**config.mk**
```make
export PLATFORM = sky130hd
export DESIGN_NAME = speed_round_ctrl
export DESIGN_NICKNAME = d
export VERILOG_FILES = /design/src/rtl/speed_round_ctrl.sv
export SDC_FILE = /design/constraint.sdc
export NUM_CORES = 1
export LEC_CHECK = 0
export CAP_MARGIN = 20
export CORE_MARGIN = 2
export CORE_UTILIZATION = 61
export DETAILED_ROUTE_END_ITERATION = 10
export PLACE_DENSITY = 0.79
export SLEW_MARGIN = 40
export SYNTH_ARGS = -nofsm -noshare
export SYNTH_HDL_FRONTEND = slang
export SYNTH_SLANG_ARGS = --single-unit
```
**constraint.sdc**
```tcl
create_clock -name clk -period 34.5 [get_ports clk]
set_input_delay 3.45 -clock clk [delete_from_list [all_inputs] [get_ports clk]]
set_output_delay 3.45 -clock clk [all_outputs]
set_load 0.005 [all_outputs]
```
**src/rtl/speed_round_ctrl.sv**
```systemverilog
// speed_round_ctrl
// Drives the push-counter interface for one speed round. The sequence is:
// countdown, the speedRound counting window, a settle delay, then a single
// sample cycle that reports the winner. An abort at any point clears the
// push counters and returns to idle without reporting a result.
module speed_round_ctrl #(
    parameter int TICK_DIV      = 50000,
    parameter int TICKS_PER_SEC = 1000,
    parameter int COUNTDOWN_T   = 3000,
    parameter int ROUND_T       = 5000,
    parameter int SETTLE_CYC    = 4
) (
    input  logic       clk,
    input  logic       rst,
    input  logic       start,
    input  logic       abort,
    input  logic       speed_right,
    input  logic       speed_tie,
    output logic       speedRound,
    output logic       speedExit,
    output logic       busy,
    output logic       counting_down,
    output logic [3:0] secs_left,
    output logic       done,
    output logic [1:0] result
);

    // Each counter is sized to its own largest value. The floor of 1 bit
    // keeps degenerate parameter values (for example TICK_DIV=1) legal.
    localparam int MAXT = (COUNTDOWN_T > ROUND_T) ? COUNTDOWN_T : ROUND_T;
    localparam int PW   = (TICK_DIV   > 1) ? $clog2(TICK_DIV)   : 1;
    localparam int TW   = (MAXT       > 1) ? $clog2(MAXT)       : 1;
    localparam int SW   = (SETTLE_CYC > 1) ? $clog2(SETTLE_CYC) : 1;

    localparam logic [PW-1:0] PRE_LAST = PW'(TICK_DIV - 1);
    localparam logic [TW-1:0] CD_LAST  = TW'(COUNTDOWN_T - 1);
    localparam logic [TW-1:0] RD_LAST  = TW'(ROUND_T - 1);
    localparam logic [SW-1:0] ST_LAST  = SW'(SETTLE_CYC - 1);

    // S_ABORT is the single cycle in which speedExit clears the push
    // counters after a cancelled round.
    typedef enum logic [2:0] {
        S_IDLE,
        S_COUNTDOWN,
        S_ROUND,
        S_SETTLE,
        S_SAMPLE,
        S_ABORT
    } state_t;

    state_t          r_state;
    state_t          w_next;
    logic [PW-1:0]   r_pre;
    logic [TW-1:0]   r_tick;
    logic [SW-1:0]   r_settle;
    logic            w_tick_end;
    logic [1:0]      w_sample;
    logic [1:0]      r_result;
    logic            r_speed_round;
    logic            r_speed_exit;
    logic            r_busy;
    logic            r_counting_down;
    logic            r_done;
    logic [31:0]     w_rem;
    logic [31:0]     w_secs;

    assign w_tick_end = (r_pre == PRE_LAST);

    // The illegal input combination (right and tie both high) reports a tie.
    assign w_sample = speed_tie ? 2'b10 : (speed_right ? 2'b01 : 2'b00);

    // State register.
    always_ff @(posedge clk or posedge rst) begin
        if (rst) r_state <= S_IDLE;
        else     r_state <= w_next;
    end

    // Next-state logic. A timed state ends on the last prescaler cycle of
    // its final tick, so the tick counter never wraps. An abort that
    // arrives during the sample cycle is ignored, because that round has
    // already finished.
    always_comb begin
        w_next = r_state;
        case (r_state)
            S_IDLE:
                if (start) w_next = S_COUNTDOWN;
            S_COUNTDOWN:
                if (abort)                                w_next = S_ABORT;
                else if (w_tick_end && r_tick == CD_LAST) w_next = S_ROUND;
            S_ROUND:
                if (abort)                                w_next = S_ABORT;
                else if (w_tick_end && r_tick == RD_LAST) w_next = S_SETTLE;
            S_SETTLE:
                if (abort)                     w_next = S_ABORT;
                else if (r_settle == ST_LAST)  w_next = S_SAMPLE;
            S_SAMPLE: w_next = S_IDLE;
            S_ABORT:  w_next = S_IDLE;
            default:  w_next = S_IDLE;
        endcase
    end

    // Prescaler, tick counter and settle counter. All three clear on every
    // state change, so the remaining-time count reloads when a timed state
    // is entered.
    always_ff @(posedge clk or posedge rst) begin
        if (rst) begin
            r_pre    <= '0;
            r_tick   <= '0;
            r_settle <= '0;
        end else if (w_next != r_state) begin
            r_pre    <= '0;
            r_tick   <= '0;
            r_settle <= '0;
        end else begin
            case (r_state)
                S_COUNTDOWN, S_ROUND: begin
                    if (w_tick_end) begin
                        r_pre  <= '0;
                        r_tick <= r_tick + 1'b1;
                    end else begin
                        r_pre  <= r_pre + 1'b1;
                    end
                end
                S_SETTLE: r_settle <= r_settle + 1'b1;
                default: ;
            endcase
        end
    end

    // The control outputs are decoded from the next state and registered,
    // so they line up with the state and speedRound cannot glitch.
    always_ff @(posedge clk or posedge rst) begin
        if (rst) begin
            r_speed_round   <= 1'b0;
            r_speed_exit    <= 1'b0;
            r_busy          <= 1'b0;
            r_counting_down <= 1'b0;
            r_done          <= 1'b0;
        end else begin
            r_speed_round   <= (w_next == S_ROUND);
            r_speed_exit    <= (w_next == S_SAMPLE) || (w_next == S_ABORT);
            r_busy          <= (w_next != S_IDLE);
            r_counting_down <= (w_next == S_COUNTDOWN);
            r_done          <= (w_next == S_SAMPLE);
        end
    end

    // The result is captured at the closing edge of the sample cycle. An
    // abort never reaches this cycle, so it leaves the result unchanged.
    always_ff @(posedge clk or posedge rst) begin
        if (rst)                      r_result <= 2'b00;
        else if (r_state == S_SAMPLE) r_result <= w_sample;
    end

    // Whole seconds remaining, rounded up and saturated to 4 bits. The
    // divisor is a parameter, so this division is by a constant.
    always_comb begin
        w_rem = 32'd0;
        case (r_state)
            S_COUNTDOWN: w_rem = 32'(COUNTDOWN_T) - 32'(r_tick);
            S_ROUND:     w_rem = 32'(ROUND_T)     - 32'(r_tick);
            default:     w_rem = 32'd0;
        endcase
        w_secs    = (w_rem + 32'(TICKS_PER_SEC) - 32'd1) / 32'(TICKS_PER_SEC);
        secs_left = (w_secs > 32'd15) ? 4'd15 : w_secs[3:0];
    end

    assign speedRound    = r_speed_round;
    assign speedExit     = r_speed_exit;
    assign busy          = r_busy;
    assign counting_down = r_counting_down;
    assign done          = r_done;
    // During the sample cycle, result already shows the value being captured.
    assign result        = (r_state == S_SAMPLE) ? w_sample : r_result;

endmodule

```
* Yosys cells after proc, flatten, opt, wreduce, memory -nomap -nowiden
Cells that the tools add are included.
** Word-level totals
- Output and inout port bits :: 11
- Flip-flop bits (word level) :: 41
- Word-level logic and storage cells :: 63
** Operators by class
- Order comparisons :: 1
- Equal/unequal tests :: 13
- Div/mod/pow operators :: 1
- Multiplexer cells :: 21
- $add $sub $neg :: 7
- Reduce and logical (&&, ||, !) cells :: 10
** Operators with widths (number)
- 32-bit one-hot mux with 2 select lines :: 1
- 16-bit two-way mux :: 3
- 13-bit two-way mux :: 3
- 32-bit by 10-bit adder with 32-bit output (second input constant) :: 1
- 32-bit by 10-bit divider with 32-bit output (second input constant) :: 1
- 32-bit by 4-bit > comparator with 1-bit output (second input constant) :: 1
- 32-bit by 1-bit subtractor with 32-bit output (second input constant) :: 1
- 3-bit two-way mux :: 7
- 16-bit by 1-bit adder with 16-bit output (second input constant) :: 1
- 16-bit equality test (second input constant) :: 1
- 12-bit by 13-bit subtractor with 14-bit output (first input constant) :: 1
- 13-bit by 13-bit subtractor with 14-bit output (first input constant) :: 1
- 13-bit by 1-bit adder with 13-bit output (second input constant) :: 1
- 13-bit by 12-bit equality test with 1-bit output (second input constant) :: 1
- 13-bit equality test (second input constant) :: 1
- 3-bit one-hot mux with 4 select lines :: 1
- 3-bit by 2-bit equality test with 1-bit output (second input constant) :: 3
- 3-bit equality test (second input constant) :: 3
- 2-bit two-way mux :: 4
- 3-bit by 1-bit equality test with 1-bit output (second input constant) :: 2
- 2-bit nonzero test :: 3
- 4-bit two-way mux :: 1
- 3-bit logical NOT :: 1
- 3-bit inequality test :: 1
- 8 further kinds :: 9

* Depth between registers and ports, before layout
Gate-level depths: netlist of run 1.
- Word-level depth :: 8
- Depth in mapped cells :: 53
- Depth with buffers taken out :: 44

* Least setup slack after synthesis of run 1
Ideal clock, no wire load.
- Path type :: reg2out
- Start :: register r_state[1]
- End :: output secs_left[0]
- Cell stages (with the launch flop) :: 51
- Buffers on the path :: 6
- Setup slack :: 18865 ps
- Data required time :: 31050 ps
- Arrival :: 12185 ps
- Cells stage by stage :: dfrtp_1 clkbuf_1 nor3b_1 inv_1 ha_1 buf_4 nand3_1 or4_4 a311oi_2 o211ai_1 a311oi_2 buf_2 nand2_1 ha_1 buf_2 a21oi_1 o311ai_0 o211a_1 (+15 left out) o22ai_2 nor2_1 nand2_1 mux2i_1 buf_2 a22oi_1 o22a_1 a211o_4 a31oi_4 nor4b_2 nor4_1 o32a_2 o21ai_2 mux4_2 a21o_1 a21oi_1 o2111ai_1 o311ai_1
** On the way
- Word-level cells in the longest chain between the ends :: 7
** RTL lines
- start: declaration :: RTL line 51 : state_t r_state;
- start signal: assignment :: RTL line 75 : else r_state <= w_next;
- 3-bit by 2-bit equality test with 1-bit output / 3-bit by 1-bit equality test with 1-bit output (equally long branches) :: RTL line 159 : case (r_state)
- 32-bit one-hot mux with 2 select lines (*) :: RTL line 159
- 32-bit by 10-bit adder with 32-bit output (*) :: RTL line 164 : w_secs = (w_rem + 32'(TICKS_PER_SEC) - 32'd1) / 32'(TICKS_PER_SEC);
- 32-bit by 1-bit subtractor with 32-bit output (*) :: RTL line 164
- 32-bit by 10-bit divider with 32-bit output (*) :: RTL line 164
- 32-bit by 4-bit > comparator with 1-bit output :: RTL line 165 : secs_left = (w_secs > 32'd15) ? 4'd15 : w_secs[3:0];
- 4-bit two-way mux (*) :: RTL line 165
- end: declaration :: RTL line 23 : output logic [3:0] secs_left,
Every way passes the cells marked *; elsewhere a longest branch is shown, timed or not.

* Worst setup path in the final report of run 1
Ends and elaborated chain as after synthesis.

==> out/qor.yml, run 1 <==
ys_types: 115
synth.avg_cell_area_um2: 7.37
dp_hpwl_um: 14200
ant_nets: 0
dieArea_mm2: 0.0126
grt_pass1_vias: 6781
start_util_pct: 62.5
setup-violations-final: 0
cts_made_buffers: 5
yosysWarningCount: 0
synth_seq_cells: 41
area_growth_pct: 4.98
grt.overflow.total: 0
drtPass1Iterations: 5
syn_inst: 969
hold_violations: 0
synth_flop_cell: "dfrtp_1"
place.gp.congestion: 0.958
slew_headroom_pct: 42.1
clock_latency_ns: 0.29
fin_cells: 1102
drive_gt1_share_pct: 9.70
globalRouteTotalUtil_pct: 29.3
crit_slowest_cell: "a311oi_2"
hp-class: "register to register"
grt_pass1_wl_um: 31700
critical-path-top-delay-family: "compound AO/OA/AOI/OAI gates"
min_period_over_period_pct: 54.6
status: "finished clean"
vias: 7536
post_cts_resize_count: 0
ys_seq_area_share_pct: 14.4
ctsHtreeMaxLevel: 2
power.density_mw_per_mm2: 28.4
timing.fmax_mhz: 53.1
clock_skew_ns: 0.00546
arrival_ns: 15.39
dr.first_iter.drc_count: 814
worst_path_largest_cell_delay_ns: 0.78
synthesis.area_mm2: 0.00714
rows: 39
p_leak_nw: 2.78
coreArea_mm2: 0.0114
cts_buffer_depth: 2
yosysTopAreaCell: "dfrtp_1"
cts_setup_buffers: 0
worstSetupPathType: "register to output port"
cts_tree: "yes"
die_w_um: 112
report.final.slew_viol_count: 0
port_buffers: 16
finish.utilization_pct: 65.6
dp_cells: 1093
netlist_top_cells_area: "dfrtp_1 (14%), nand2_1 (5.8%), nor2_1 (5.6%)"
synth_nets: 987
synth_top_area_share_pct: 14.4
diodes: 0
cts-root-buf: "clkbuf_16"
cts_hold_buffers: 0
fin_nets: 976
rsz0062_at_grt: "no"
cts.sink_count: 41
synth_edf_count: 0
end_kind: "output port"
cp.required_ns: 31.05
vias_per_cell: 6.84
clkTransAtPathRegs_ns: 0.06
grt_max_degree: 42
crit_path_start_kind: "register"
drcViolationCount: 0
timing.critical_path.fanout_max: 17
power_w: 0.000213
die_h_um: 112
async_flop_share_pct: 100
num_io_pins: 17
wl_per_cell_um: 17.0
ir_drop_mv: 0.0442
wirelength_um: 18800
worst_pin_slew_ns: 0.869
setup_tns_ns: 0
critPathBufInv: 3
antenna_found_initial: 0
maxCapViolCount: 0
period_minus_slack_ns: 18.84
-- worst paths after layout --
kind / slack [ns] / cells after the start / end / start
worst max register to register: 30.03 / 17 / r_tick[11]$_DFFE_PP0P_ / r_pre[4]$_DFFE_PP0P_
worst min register to register: 0.49 / 2 / r_result[0]$_DFF_PP0_ / r_result[0]$_DFF_PP0_
min in group asynchronous: 3.58 / 3 / r_tick[5]$_DFFE_PP0P_ / rst
max in group asynchronous: 30.57 / 3 / r_tick[8]$_DFFE_PP0P_ / rst
worst max-delay path: 15.66 / 45 / secs_left[0] / r_state[1]$_DFF_PP0_
worst min-delay path: 0.49 / 2 / r_result[0]$_DFF_PP0_ / r_result[0]$_DFF_PP0_
-- cell type report --
| type | count | area, um2 |
|---|---|---|
| clock buffer | 5 | 125 |
| clock inverter | 3 | 22.5 |
| fill | 1016 | 3930 |
| inverter | 34 | 128 |
| multi-input combinational | 854 | 5810 |
| sequential | 41 | 1030 |
| tap | 143 | 179 |
| timing repair buffer | 22 | 200 |
-- Yosys cell counts, drive strengths merged, types with 16 or more instances --
cell type  count
nand2        113
nor2         107
a21oi         54
o21ai         54
nand3         46
dfrtp         41
xnor2         41
nor3          37
inv           34
clkbuf        23
and3          22
a31oi         18
buf           17
xor2          17
nand2b        16
o211ai        16
-- state kept, by name, summed over array words and instances, names as in the netlist, 2 cells and up --
signal / cells
r_settle: 2
r_state: 3
r_pre: 16
r_tick: 13
r_result: 2
-- placed cells by master (no fill, tap or decap), types with 9 or more instances in the layout --
| master | instances |
|---|---|
| nand2b_1 | 16 |
| or3_1 | 14 |
| inv_1 | 33 |
| xor2_1 | 16 |
| clkdlybuf4s50_1 | 16 |
| nand2_1 | 111 |
| xnor2_1 | 39 |
| a211o_1 | 9 |
| a21oi_1 | 53 |
| nand3_1 | 46 |
| a31oi_1 | 16 |
| dfrtp_1 | 41 |
| a21o_1 | 12 |
| nand4_1 | 13 |
| nor2b_1 | 9 |
| ha_1 | 12 |
| and3_1 | 22 |
| nor4_1 | 9 |
| o211ai_1 | 14 |
| nor2_1 | 106 |
| o21ai_0 | 44 |
| and2_1 | 14 |
| nor3_1 | 33 |
| a211oi_1 | 9 |
| mux2i_1 | 11 |
-- routing by layer --
metal  vias up  routed length, um  track usage (%)
met3        35                995             2.27
met2       262               8980             49.4
met4         0                391             8.70
met1      3545               8380             40.5
met5         -                  0                0
li1       3694                  -                -
-- cells by family after synthesis --
group                      after synthesis  share of synthesized area [%]
xor gates and xnor gates                58                           7.59
muxes                                   21                           3.30
buffers and inverters                   74                           4.52
AOI/OAI and AO/OA                      324                           36.6
DFF                                     41                           14.4
and+or+nand+nor                        437                           31.3
adders and majority gates               14                           2.38
-- tightest hold or removal path, cell delays in order, from the launching register on --
cell	delay, ns
dfrtp_1	0.32
nand2_1	0.04
o21ai_0	0.09
-- power breakdown --
group / total [W] / switching [W] / internal (W)
registers: 0.0000547 / 0.00000301 / 0.0000517
logic: 0.000112 / 0.0000686 / 0.0000430
clock network: 0.0000467 / 0.0000198 / 0.0000269
total: 0.000213 / 0.0000915 / 0.000122
-- through the flow --
stage	hold WS [ns]	worst slack [ns]	area [um2]
after floorplan	0.451	18.87	7140
after detailed placement	0.480	15.73	7320
after CTS	0.497	15.42	7470
final	0.493	15.66	7490
after global routing	0.533	14.38	7490
after global placement	0.483	16.22	7310
Note: power is estimated with default switching activity, not from simulation.
==> run 2: changes to the inputs <==
==> constraint.sdc (replaced) <==
create_clock -name clk -period 17.55 [get_ports clk]
set_input_delay 1.755 -clock clk [delete_from_list [all_inputs] [get_ports clk]]
set_output_delay 1.755 -clock clk [all_outputs]
set_load 0.005 [all_outputs]
==> run 2 against run 1 <==
Clock skew hardly changed. Sequential share of layout area is 0.16 points lower. Worst hold slack better by 0.021 ns. Combinational power is 98% higher. Critical path depth is 1 lower. Clock power is 91% higher. First-iteration DRC count is 11% lower. Sequential power is 96% higher. Largest cell class unchanged. Highest routed layer unchanged.
==> out/qor.yml, run 2 (synthesis results as in run 1) <==
ir_drop_mv: 0.0938  # +110%
grt_pass1_wl_um: 31700  # about the same
clkTransAtPathRegs_ns: 0.06  # about the same
cts_made_buffers: 5  # unchanged
timing.critical_path.fanout_max: 13  # -4
reg_top3: "r_pre: 16 flops, r_tick: 13 flops, r_state: 3 flops"
p_int_w: 0.000239  # +96%
cts_buffer_depth: 2  # unchanged
grt_pass1_vias: 6836  # +0.81%
p_sw_share_pct: 42.9  # about the same
status: "finished clean"
p_leak_nw: 2.82  # +1.3%
worst_path_most_repeated_cell: "nor3_1"
crit_slowest_cell: "clkdlybuf4s50_1"
fin_nets: 980  # +0.41%
cp.required_ns: 15.79  # -15.26 ns
cts-root-buf: "clkbuf_16"
clock_latency_ns: 0.28  # about the same
die_w_um: 112  # unchanged
num_io_pins: 17  # unchanged
min_period_over_period_pct: 94.1
cts_hold_buffers: 0  # unchanged
final_common_cell: "nand2_1"
worstSetupPathType: "register to output port"
dieArea_mm2: 0.0126  # unchanged
place.gp.congestion: 0.952  # -0.61%
dpl_cell_area_mm2: 0.00733  # +0.10%
worst_pin_slew_ns: 0.827  # -0.0417 ns
die_h_um: 112  # unchanged
p_switching_w: 0.000179  # +96%
antenna_found_initial: 0  # unchanged
largest_reg_flops: 16  # unchanged
clock_skew_ns: 0.00579  # +0.000325 ns
wl_per_cell_um: 17.1  # +0.61%
r2r_cells: 18  # +1
regMostFlops: "r_pre"
vias: 7549  # +0.17%
hold_depth: 1  # -1
power_frac_clock_pct: 21.3  # -0.6 points
final_cell_mix: "nand2_1 (111), nor2_1 (106), a21oi_1 (53), nand3_1 (46), o21ai_0 (44)"
port_buffers: 16  # unchanged
power_frac_comb_pct: 53.0  # +0.6 points
setup_tns_ns: 0  # unchanged
area_growth_pct: 6.21
cts_tree: "yes"
start_util_pct: 62.5  # unchanged
diodes: 0  # unchanged
p_seq_share_pct: 25.7  # about the same
drtPass1Iterations: 5  # unchanged
finish.instance_area_mm2: 0.00758  # +1.2%
worst_path_largest_cell_delay_ns: 0.56  # -0.22 ns
drive_gt1_share_pct: 10.5  # +0.79 points
hold_violations: 0  # unchanged
timing.fmax_mhz: 60.6
n_fill_cell: 986  # -3.0%
period_minus_slack_ns: 16.51
globalRouteTotalUtil_pct: 29.1  # -0.21 points
finalWorstSetupSlack_ns: 1.04  # -14.62 ns
drcViolationCount: 0  # unchanged
report.final.slew_viol_count: 0  # unchanged
ctsHtreeMaxLevel: 2  # unchanged
rows: 39  # unchanged
dr.first_iter.drc_count: 722  # -11%
place_ws_ns: 0.720  # -15.01 ns
coreArea_mm2: 0.0114  # unchanged
maxCapViolCount: 0  # unchanged
dp_hpwl_um: 14300  # +0.59%
rsz0062_at_grt: "no"
hp-class: "register to register"
crit_path_start_kind: "register"
setup-violations-final: 0  # unchanged
power.density_mw_per_mm2: 55.2  # +94%
wirelength_um: 18900  # +0.97%
slew_headroom_pct: 44.9  # +2.8 points
arrival_ns: 14.75  # -0.64 ns
grt_max_degree: 42  # unchanged
vias_per_cell: 6.83  # -0.19%
end_kind: "output port"
grt.overflow.total: 0  # unchanged
ant_nets: 0  # unchanged
cts.sink_count: 41  # unchanged
## run 2: critical path: cells and delay by family, from the launching register on
kind	cells	cell delay [ns]
simple gates	13	3.28
compound gates	22	7.24
mux	2	0.86
flops	1	0.53
buf+inv	3	0.98
fa+ha+maj	2	0.85
xor+xnor	2	0.72
## run 2: metrics by stage
stage	std cells	hold slack (ns)	util, %	total power (W)
2_1_floorplan	969	0.451	-	0.000268
3_3_place_gp	1093	0.480	64.1	0.000322
3_5_place_dp	1094	0.502	64.2	0.000325
4_1_cts	1102	0.511	65.4	0.000416
5_1_grt	1106	0.538	66.4	0.000448
6_report	1106	0.514	66.4	0.000418
## run 2: area by class of cell
class / count / area (um2) / area share, %
Timing Repair Buffer: 26 / 233 / 3.07
Clock inverter: 3 / 21.3 / 0.281
Clock buffer: 5 / 125 / 1.65
Multi-Input combinational cell: 854 / 5870 / 77.4
Tap cell: 143 / 179 / 2.36
Sequential cell: 41 / 1030 / 13.5
Inverter: 34 / 128 / 1.68
## run 2: timing repair
action	CTS	global route
hold endpoints to repair	0	0
endpoints found under the setup margin	0	2
resized for setup	0	9
buffers inserted	0	4
## run 2: final timing paths
kind | startpoint | to | slack, ns
max | r_state[1]$_DFF_PP0_ | secs_left[0] | 1.04
max in group asynchronous | rst | r_pre[8]$_DFFE_PP0P_ | 15.30
max reg2reg | r_pre[4]$_DFFE_PP0P_ | r_pre[14]$_DFFE_PP0P_ | 13.17
min | r_pre[3]$_DFFE_PP0P_ | r_pre[3]$_DFFE_PP0P_ | 0.51
min reg2reg | r_pre[3]$_DFFE_PP0P_ | r_pre[3]$_DFFE_PP0P_ | 0.51
min in group asynchronous | rst | r_tick[4]$_DFFE_PP0P_ | 1.91
## run 2: per-layer routing
metal / global-route usage (%) / part of all wire, % / up-vias
met5: 0 / 0 / -
met4: 7.56 / 1.8 / 0
met3: 1.73 / 5.2 / 26
met2: 50.0 / 48 / 256
met1: 40.1 / 45 / 3569
li1: - / - / 3698
## run 2: power groups by stage
stage	registers [W]	logic, W	clock network (W)
finish	0.000107	0.000222	0.0000891
CTS	0.000107	0.000217	0.0000915
global route	0.000108	0.000245	0.0000946
global placement	0.000109	0.000213	0
detailed placement	0.000109	0.000216	0
floorplan	0.000106	0.000162	0
